File: src/rtl/explode_pkg.sv
// Shared types and default timing for the tank explosion animation.
// The defaults also size the explosion FSM and the sprite ROM frame count.
package explode_pkg;

    typedef enum logic [1:0] {
        IDLE = 2'd0,
        RUN  = 2'd1,
        DONE = 2'd2
    } timer_state_t;

    localparam int EXPLODE_TICK_FRAMES = 6;
    localparam int EXPLODE_NUM_TICKS   = 11;

endpackage

File: src/rtl/explode_timer_frame_divider.sv
// Modulo-TICK_FRAMES frame counter with enable and synchronous clear.
// at_terminal marks the frame on which the next enabled edge wraps the count.
module frame_divider #(
    parameter int TICK_FRAMES = 6
) (
    input  logic frame_clk,
    input  logic Reset_n,
    input  logic enable,
    input  logic clear,
    output logic at_terminal
);

    localparam int CW = $clog2(TICK_FRAMES);
    localparam logic [CW-1:0] LAST_FRAME = CW'(TICK_FRAMES - 1);

    logic [CW-1:0] frame_cnt;

    always_ff @(posedge frame_clk) begin
        if (!Reset_n || clear) begin
            frame_cnt <= '0;
        end else if (enable) begin
            frame_cnt <= at_terminal ? '0 : frame_cnt + CW'(1);
        end
    end

    assign at_terminal = (frame_cnt == LAST_FRAME);

endmodule

File: src/rtl/explode_timer.sv
// Frame-rate timer for the explosion animation: pulses timer_flag every
// TICK_FRAMES frames while running, and stops after NUM_TICKS pulses.
module explode_timer
    import explode_pkg::*;
#(
    parameter int TICK_FRAMES = EXPLODE_TICK_FRAMES,
    parameter int NUM_TICKS   = EXPLODE_NUM_TICKS
) (
    input  logic       frame_clk,
    input  logic       Reset_n,
    input  logic       timer_start,
    input  logic       game_pause,
    output logic       timer_flag,
    output logic [3:0] tick_count,
    output logic       busy,
    output logic       done
);

    localparam logic [3:0] LAST_TICK = 4'(NUM_TICKS);

    timer_state_t state, state_next;
    logic [3:0]   tick_q, tick_next;
    logic         flag_q, flag_next;
    logic         div_en, div_clr, at_terminal;
    logic [3:0]   tick_inc;

    // An abort edge must neither advance nor pulse, so the divider only runs
    // while the request is still present.
    assign div_en  = (state == RUN) && timer_start && !game_pause;
    assign div_clr = (state != RUN) || !timer_start;

    frame_divider #(
        .TICK_FRAMES(TICK_FRAMES)
    ) u_divider (
        .frame_clk  (frame_clk),
        .Reset_n    (Reset_n),
        .enable     (div_en),
        .clear      (div_clr),
        .at_terminal(at_terminal)
    );

    always_ff @(posedge frame_clk) begin
        if (!Reset_n) begin
            state  <= IDLE;
            tick_q <= '0;
            flag_q <= 1'b0;
        end else begin
            state  <= state_next;
            tick_q <= tick_next;
            flag_q <= flag_next;
        end
    end

    assign tick_inc = tick_q + 4'd1;

    always_comb begin
        state_next = state;
        tick_next  = tick_q;
        flag_next  = 1'b0;
        case (state)
            IDLE: begin
                tick_next = '0;
                if (timer_start && !game_pause) begin
                    state_next = RUN;
                end
            end
            RUN: begin
                if (!timer_start) begin
                    state_next = IDLE;
                    tick_next  = '0;
                end else if (!game_pause && at_terminal) begin
                    flag_next = 1'b1;
                    tick_next = tick_inc;
                    if (tick_inc == LAST_TICK) begin
                        state_next = DONE;
                    end
                end
            end
            DONE: begin
                if (!timer_start) begin
                    state_next = IDLE;
                    tick_next  = '0;
                end
            end
            default: begin
                state_next = IDLE;
                tick_next  = '0;
            end
        endcase
    end

    assign timer_flag = flag_q;
    assign tick_count = tick_q;
    assign busy       = (state == RUN);
    assign done       = (state == DONE);

endmodule
File: config.mk
export PLATFORM = sky130hd
export DESIGN_NAME = explode_timer
export DESIGN_NICKNAME = d
export VERILOG_FILES = /design/src/rtl/explode_pkg.sv /design/src/rtl/explode_timer_frame_divider.sv /design/src/rtl/explode_timer.sv
export SDC_FILE = /design/constraint.sdc
export NUM_CORES = 1
export LEC_CHECK = 0
export CAP_MARGIN = 20
export CORE_AREA = 2 2 39 41
export DETAILED_ROUTE_END_ITERATION = 8
export DIE_AREA = 0 0 41 43
export SYNTH_ARGS = -nofsm -noshare
export SYNTH_HDL_FRONTEND = slang
export SYNTH_SLANG_ARGS = --single-unit
File: constraint.sdc
create_clock -name frame_clk -period 2 [get_ports frame_clk]
set_clock_uncertainty 0.2 [all_clocks]
set_input_delay 0.4 -clock frame_clk [delete_from_list [all_inputs] [get_ports frame_clk]]
set_output_delay 0.4 -clock frame_clk [all_outputs]
set_load 0.005 [all_outputs]
# Yosys cells after proc, flatten, opt, wreduce, memory -nomap -nowiden
# Index checks and enable logic that the tools add are counted.
# classes
add_sub_neg,2
eq_ne,9
mux,12
n_reduce_logical,13
# ops
op,count
4-bit 2-to-1 mux,3
2-bit 2-to-1 mux,5
4-bit case mux with 2 select lines,1
"3-bit by 2-bit != test with 1-bit output, second input constant",2
2-bit case mux with 3 select lines,1
"4-bit by 1-bit adder with 4-bit output, second input constant",1
"4-bit equality test, second input constant",1
1-bit logical AND,4
"2-bit != test, second input constant",2
4-bit AND reduction,1
"3-bit by 1-bit adder with 3-bit output, second input constant",1
"3-bit equality test, second input constant",1
1-bit zero test,3
3-bit 2-to-1 mux,1
3-bit AND reduction,1
"2-bit by 1-bit equality test with 1-bit output, second input constant",1
"2-bit equality test, second input constant",1
2-bit zero test,1
1-bit logical OR,2
"2-bit by 1-bit != test with 1-bit output, second input constant",1
2-bit AND reduction,1
1-bit 2-to-1 mux,1
# totals
ff_bits,10
in_bits,4
out_inout_bits,7

# Longest topological paths before layout
# depth
depth_word,6
depth_mapped,5

# Cells and area by module
# From an unflattened synthesis, not the netlist that was laid out.
# hier_totals
hier_cells,62
hier_area_um2,573.0
# by_module_without_submodules
module,instances,cells_each,area_each_um2
explode_timer,1,49,434.2
frame_divider,1,13,138.9

# Least setup slack after synthesis
# No wires, ideal clock.
# synth_timing
kind,input to register
from,in game_pause
to,"reg tick_q[3], in the netlist tick_count[3]"
setup_time_ns,0.070
t_arrival_ns,1.394
required_ns,1.730
slack_ns,0.336
path_stages,5
n_path_buf,1
cell_sequence,and4bb_1 -> buf_6 -> inv_2 -> or4_1 -> a21oi_1
# synth_between
elab_chain_cells,4
# synth_lines
item,line,text
from (decl),explode_timer.sv:12,"input logic game_pause,"
1-bit zero test,explode_timer.sv:71,end else if (!game_pause && at_terminal) begin
1-bit logical AND,explode_timer.sv:71,
3-bit by 2-bit != test with 1-bit output (no line),--,
2-bit AND reduction (no line),--,
to (signal assigned),explode_timer.sv:49,tick_q <= tick_next;
to (decl),explode_timer.sv:22,"logic [3:0] tick_q, tick_next;"
# Every way passes these cells.
# A chain may end at the register's enable or synchronous reset.

# Worst setup path in the final report
# layout_timing
from,reg state[1]
to,out busy
# layout_between
elab_chain_cells,1
# layout_lines
item,line,text
from (decl),explode_timer.sv:21,"timer_state_t state, state_next;"
from (signal assigned),explode_timer.sv:48,state <= state_next;
2-bit by 1-bit equality test with 1-bit output,explode_timer.sv:94,assign busy = (state == RUN);
to (decl),explode_timer.sv:15,"output logic busy,"
# Every way passes these cells.

==> flow_summary.ini <==
[status]
outcome = finished, final reports clean

[synth]
syn_avg_cell_area_um2 = 8.610
synth_top_family_by_area = simple AND/OR/NAND/NOR gates
synth.distinct_cells = 28
synth_seq_area_share = 0.3941
synth-adder-area-share = 0.04926
synth-compound-area-share = 0.1601
synthesis.nets = 65
synth_seq_cells = 10
synth-xor-area-share = 0.03448
synth_mux_area_frac = 0.03941
synthSimpleGateAreaFrac = 0.2635
ys_warn_count = 0
syn_area_um2 = 508.0
synthCells = 59

[timing]
rsz0062_at_grt = no
finalCriticalPeriod_ns = 1.932
hold_viol = 0
setup_tns_ns = 0
finalSetupViolCount = 0
relSlewSlack = 0.8249
max_freq_mhz = 517.7
maxSlewViolCount = 0
period_share = 0.9658
tightestPinTransition_ns = 0.2626

[routing]
drt_iter0_drc = 9
drtAntennaViolNets = 0
drc = 0
wire_per_inst_um = 10.86
wl_um = 1032
drt-vias-per-instance = 5.137
drt-pass1-iter-count = 2
vias = 488

[layout]
stdcell_count = 95
layout.area.seq_um2 = 201.4
multi_input_area_um2 = 277.8
syn_to_final_growth_pct = 39.90
nFillCells = 136
layout-drive-gt1-share = 0.1772
nNetsFinal = 86
antenna_cells = 0
fin_util = 0.5136

[grt]
grt_pass1_vias = 411
grt_remaining_overflow = 0
grt_util_all_layers = 0.1569
grt_max_degree = 8
antenna_found_initial = 0
grt_pass1_wl_um = 1773

[clocking]
cts.sinks = 10
cts_tree = done
clkTransAtPathRegs_ns = 0.07
ctsHtreeMaxLevel = 1
clkLatencyLatePin_ns = 0.27
cts_made_buffers = 3
clockBufferDepth = 2
cts_root_buf = clkbuf_4
post_cts_buffers = 0

[floorplanning]
dieArea_mm2 = 0.001763
num_rows = 14
dieHeight_um = 43
fp.dieW_um = 41
initial_core_util = 0.3671
core_mm2 = 0.001384
ios = 11

[place]
portBuffers = 10
dp_cells = 91
dp_hpwl_um = 827.6
gp_congestion = 0.7217

[flow_run]
drv_cap = 0

[min_path]
worstHoldStart = state[0]
holdPathEnd = state[0]
min_path_cells = 1
hold_class = reg -> reg

[critical_path]
rrSetupSlack_ns = 0.39
cp.required_ns = 1.40
reg2reg_depth = 4
setup.worst_path.class = reg -> out
r2r_start = tick_count[0]
path_max_fanout = 3
cp-end-kind = output pin
arrival_ns = 1.33
r2r_end = tick_count[1]
worst_setup_path_start_kind = flip-flop

[pwr]
finalPower_mw = 0.4107
peakVddDrop_mv = 0.4280
p_leak_nw = 0.2680
power.density_mw_per_mm2 = 577.8
[how the worst max path moves through the flow]
stage | cells after the start | to | slack (ns) | startpoint
after floorplan | 5 | tick_count[3] | 0.34 | game_pause
after global placement | 6 | state[0] | -0.03 | game_pause
after detailed placement | 5 | tick_count[3] | -0.07 | game_pause
after CTS | 3 | busy | 0.06 | state[1]
after global routing | 3 | busy | 0.001 | state[1]
final | 3 | busy | 0.07 | state[1]
[registers in the layout, summed over array words and instances (netlist names)]
| name | count |
|---|---|
| state | 2 |
| u_divider.frame_cnt | 3 |
| timer_flag | 1 |
| tick_count | 4 |
[stage by stage]
stage               hold slack [ns]  instance area (um^2)  setup slack, ns
finish                       0.2326                 710.7          0.06841
global placement             0.2695                 673.1         -0.03210
floorplan                    0.2470                 508.0           0.3359
CTS                          0.2776                 709.4          0.05937
detailed placement           0.2662                 673.1         -0.06949
global route                 0.2625                 710.7         0.001378
[cell families (layout without fill, tap and decap cells)]
family                   count (synthesis)  count (layout)
adder cells (fa/ha/maj)                  2               2
AO/OA/AOI/OAI                           13              13
AND/OR/NAND/NOR                         24              24
buffers and inverters                    6              26
XOR/XNOR                                 2               2
multiplexers                             2               2
flip-flops                              10              10
[cells in the mapped netlist (all sizes together)]
master	count	area, um^2
nand4bb	1	11.26
o21ai	3	15.01
nor3	1	5.000
a41oi	1	8.760
nand2b	1	6.260
nand2	2	7.510
and2b	1	7.510
buf	1	11.26
clkbuf	1	3.750
xor2	1	8.760
ha	2	25.02
a21oi	5	25.02
xnor2	1	8.760
a22oi	1	7.510
nand4	1	6.260
nor2	8	30.03
a211o	1	8.760
a32o	1	10.01
mux2i	2	20.02
o22ai	1	6.260
nand3	3	15.01
nor2b	3	18.77
or4	1	7.510
dfxtp	10	200.2
and4bb	1	12.51
or3	1	6.260
inv	4	15.01
[where the power goes]
group          internal [mW]  switching [mW]  total (mW)
registers              0.200        0.000958       0.201
logic                 0.0132         0.00999      0.0232
clock network          0.111          0.0754       0.186
[critical path, cell delays in order, from the launching register on]
cell             delay [ns]
dfxtp_1                0.31
nand2b_1               0.15
inv_1                  0.10
clkdlybuf4s50_1        0.50
[cells in the final DEF, fill, tap and decap left out]
cell             count
a211o_1              1
a21oi_1              5
a22oi_1              1
a32o_1               1
a41oi_1              1
and2b_1              1
and4bb_1             1
buf_4                8
clkbuf_4             3
clkbuf_8             1
clkdlybuf4s50_1     10
dfxtp_1              9
dfxtp_2              1
ha_1                 2
inv_1                3
inv_2                1
mux2i_1              2
nand2_1              2
nand2b_1             1
nand3_1              3
nand4_1              1
nand4bb_1            1
nor2_1               8
nor2b_1              3
nor3_1               1
o21ai_0              3
o22ai_1              1
or3_1                1
or4_1                1
xnor2_1              1
xor2_1               1
[cell type report]
type / count / area share
timing repair buffer: 18 / 0.2254
inverter: 4 / 0.02113
multi-input combinational: 43 / 0.3908
tap: 16 / 0.02817
clock buffer: 4 / 0.05106
sequential: 10 / 0.2835
[layer usage]
metal / vias up / track usage / part of all wire
li1: 254 / - / -
met1: 222 / 0.1848 / 0.44
met2: 8 / 0.2250 / 0.49
met3: 4 / 0.04712 / 0.035
met4: 0 / 0.1200 / 0.032
met5: - / 0 / 0
[what timing repair did]
item,CTS,global route
endpoints found under the setup margin,0,1
hold buffers,0,0
gates resized for setup,0,1
Power figures use the tool's default switching activity.
==> variant: new RTL, same flow settings <==
`EXPLODE_TICK_FRAMES`: 6 -> 7.
--- a/src/rtl/explode_pkg.sv
+++ b/src/rtl/explode_pkg.sv
@@ -9,5 +9,5 @@
     } timer_state_t;
 
-    localparam int EXPLODE_TICK_FRAMES = 6;
+    localparam int EXPLODE_TICK_FRAMES = 7;
     localparam int EXPLODE_NUM_TICKS   = 11;
 
Check against the original RTL: not equivalent (a bounded check fails within 10 cycles, from zero or initial values and one cycle with Reset_n low).
==> variant against the unedited design <==
- design area down 0.18%
- synthesized cell count up 1.7%
- highest routed layer unchanged
- power up 0.52%
- non-clock buffer count down 5
- worst setup slack worse by 0.017 ns
- synthesized area up 3.7%
- critical path type unchanged
- wire length up 0.78%
- sequential cell count unchanged
==> variant: results (changes against the unedited design) <==
outcome: "complete, no violations"
fin_nets: 84  # -2.3%
dr_total_vias: 518  # +6.1%
leakagePower_nw: 0.2535  # -5.4%
tightest_slew_ns: 0.2650  # +0.002420 ns
cp_top_family: "buffers and inverters"
clk_latency_ns: 0.26
cp_max_fo: 5  # +2
met2_length_um: 468  # -7.3%
drive_gt1_share_pct: 14.29  # -3.4 points
place_inst: 89  # -2.2%
post-place-ws_ns: 0.06148  # +0.1310 ns
path_clk_slew_ns: 0.07  # about the same
track_usage_pct: 15.02  # -0.67 points
grt_pass1_vias: 443  # +7.8%
max_stage_delay_ns: 0.51
fill_cells: 144  # +5.9%
syn_nets: 66  # +1.5%
synth_cell_type_count: 26  # -7.1%
grtUsageMet2_pct: 19.38  # -3.1 points
hp-class: "reg2reg"
cts_buffers: 3  # unchanged
dp_hpwl_um: 787.1  # -4.9%
cts_buffer_depth: 2  # unchanged
placed_cell_area_um2: 669.4  # -0.56%
routed.top_layer: "met4"
drt_wl_total_um: 1040  # +0.78%
cts_max_level: 1  # unchanged
synthArstFlopShare_pct: 0  # unchanged
antenna_cells: 0  # unchanged
synth_area_leaders: "dfxtp_1, a21oi_1, nor2_1"
m1WireLength_um: 493  # +7.9%
io_buffers: 10  # unchanged
grt_max_degree: 9  # +1
gp_congestion: 0.7221  # about the same
synth_adder_area_share_pct: 4.751  # -0.18 points
slowest_stage: "clkdlybuf4s50_1"
peakVddDrop_v: 0.0003162  # -26%
detail_route.first_pass.iterations: 4  # +2
fin_cells: 93  # -2.1%
synth_mux_area_share_pct: 0  # -3.9 points
antenna_found_initial: 0  # unchanged
synth_xor_area_share_pct: 1.663  # -1.8 points
synth_compound_area_share_pct: 20.19  # +4.2 points
cts_root_buf: "clkbuf_4"
yosys-top-cells-count: "dfxtp_1, nor2_1, a21oi_1"
met1_usage_pct: 21.50  # +3.0 points
avgSynthCellArea_um2: 8.779  # +2.0%
wl_met3_um: 57  # +58%
yosysSeqAreaShare_pct: 38.00  # -1.4 points
grt_pass1_wl_um: 1787  # +0.79%
cp_data_arrival_time_ns: 1.35  # +0.02 ns
yosysWarnings: 0  # unchanged
largest_register_ffs: 4  # unchanged
dr.first_iter.drc_count: 13  # +4
-- variant: cell types whose count changed in the layout (fill, tap and decap cells not counted), moves of 2 or more --
cell      delta
o21ai_1      +2
buf_4        -5
nand3b_1     +2
nor3_1       +3
o21ai_0      -2
nand2_1      +2
mux2i_1      -2
inv_1        -2
-- variant: logic make-up (layout without fill, tap and decap cells) --
kind of cell | count (synthesis) | in the layout
AO/OA/AOI/OAI | 15 | 15
XOR/XNOR | 1 | 1
adder cells (fa/ha/maj) | 2 | 2
buffers and inverters | 1 | 18
flip-flops | 10 | 10
AND/OR/NAND/NOR | 31 | 31
-- variant: final cells by class --
class	instances	area, um2	share of cell area [%]
multi-input combinational	49	325.3	45.86
sequential	10	201.4	28.40
timing repair buffer	13	122.6	17.28
clock buffer	4	36.28	5.115
tap	16	20.02	2.822
inverter	1	3.754	0.5291
-- variant: repair_timing --
item                                    CTS  global route
endpoints found under the setup margin    0             1
buffers inserted                          0             0
resized for setup                         0             2
-- variant: worst paths after layout --
| check | endpoint | from | depth (start not counted) | slack, ns |
|---|---|---|---|---|
| min reg2reg | u_divider.frame_cnt[1] | u_divider.frame_cnt[0] | 2 | 0.33 |
| max reg2reg | state[1] | tick_count[0] | 4 | 0.52 |
| max | done | state[1] | 2 | 0.05 |
| min | u_divider.frame_cnt[1] | u_divider.frame_cnt[0] | 2 | 0.33 |
-- variant: power by group --
part | total [W] | switching (W) | internal [W]
registers | 0.000203 | 0.00000191 | 0.000201
logic | 0.0000294 | 0.0000123 | 0.0000171
clock network | 0.000181 | 0.0000704 | 0.000110
total | 0.000413 | 0.0000846 | 0.000328
-- variant: worst min-delay path: stages (launching register included) --
cell and delay [ns]:
dfxtp_1 0.35, nand2_1 0.08, a21oi_1 0.06
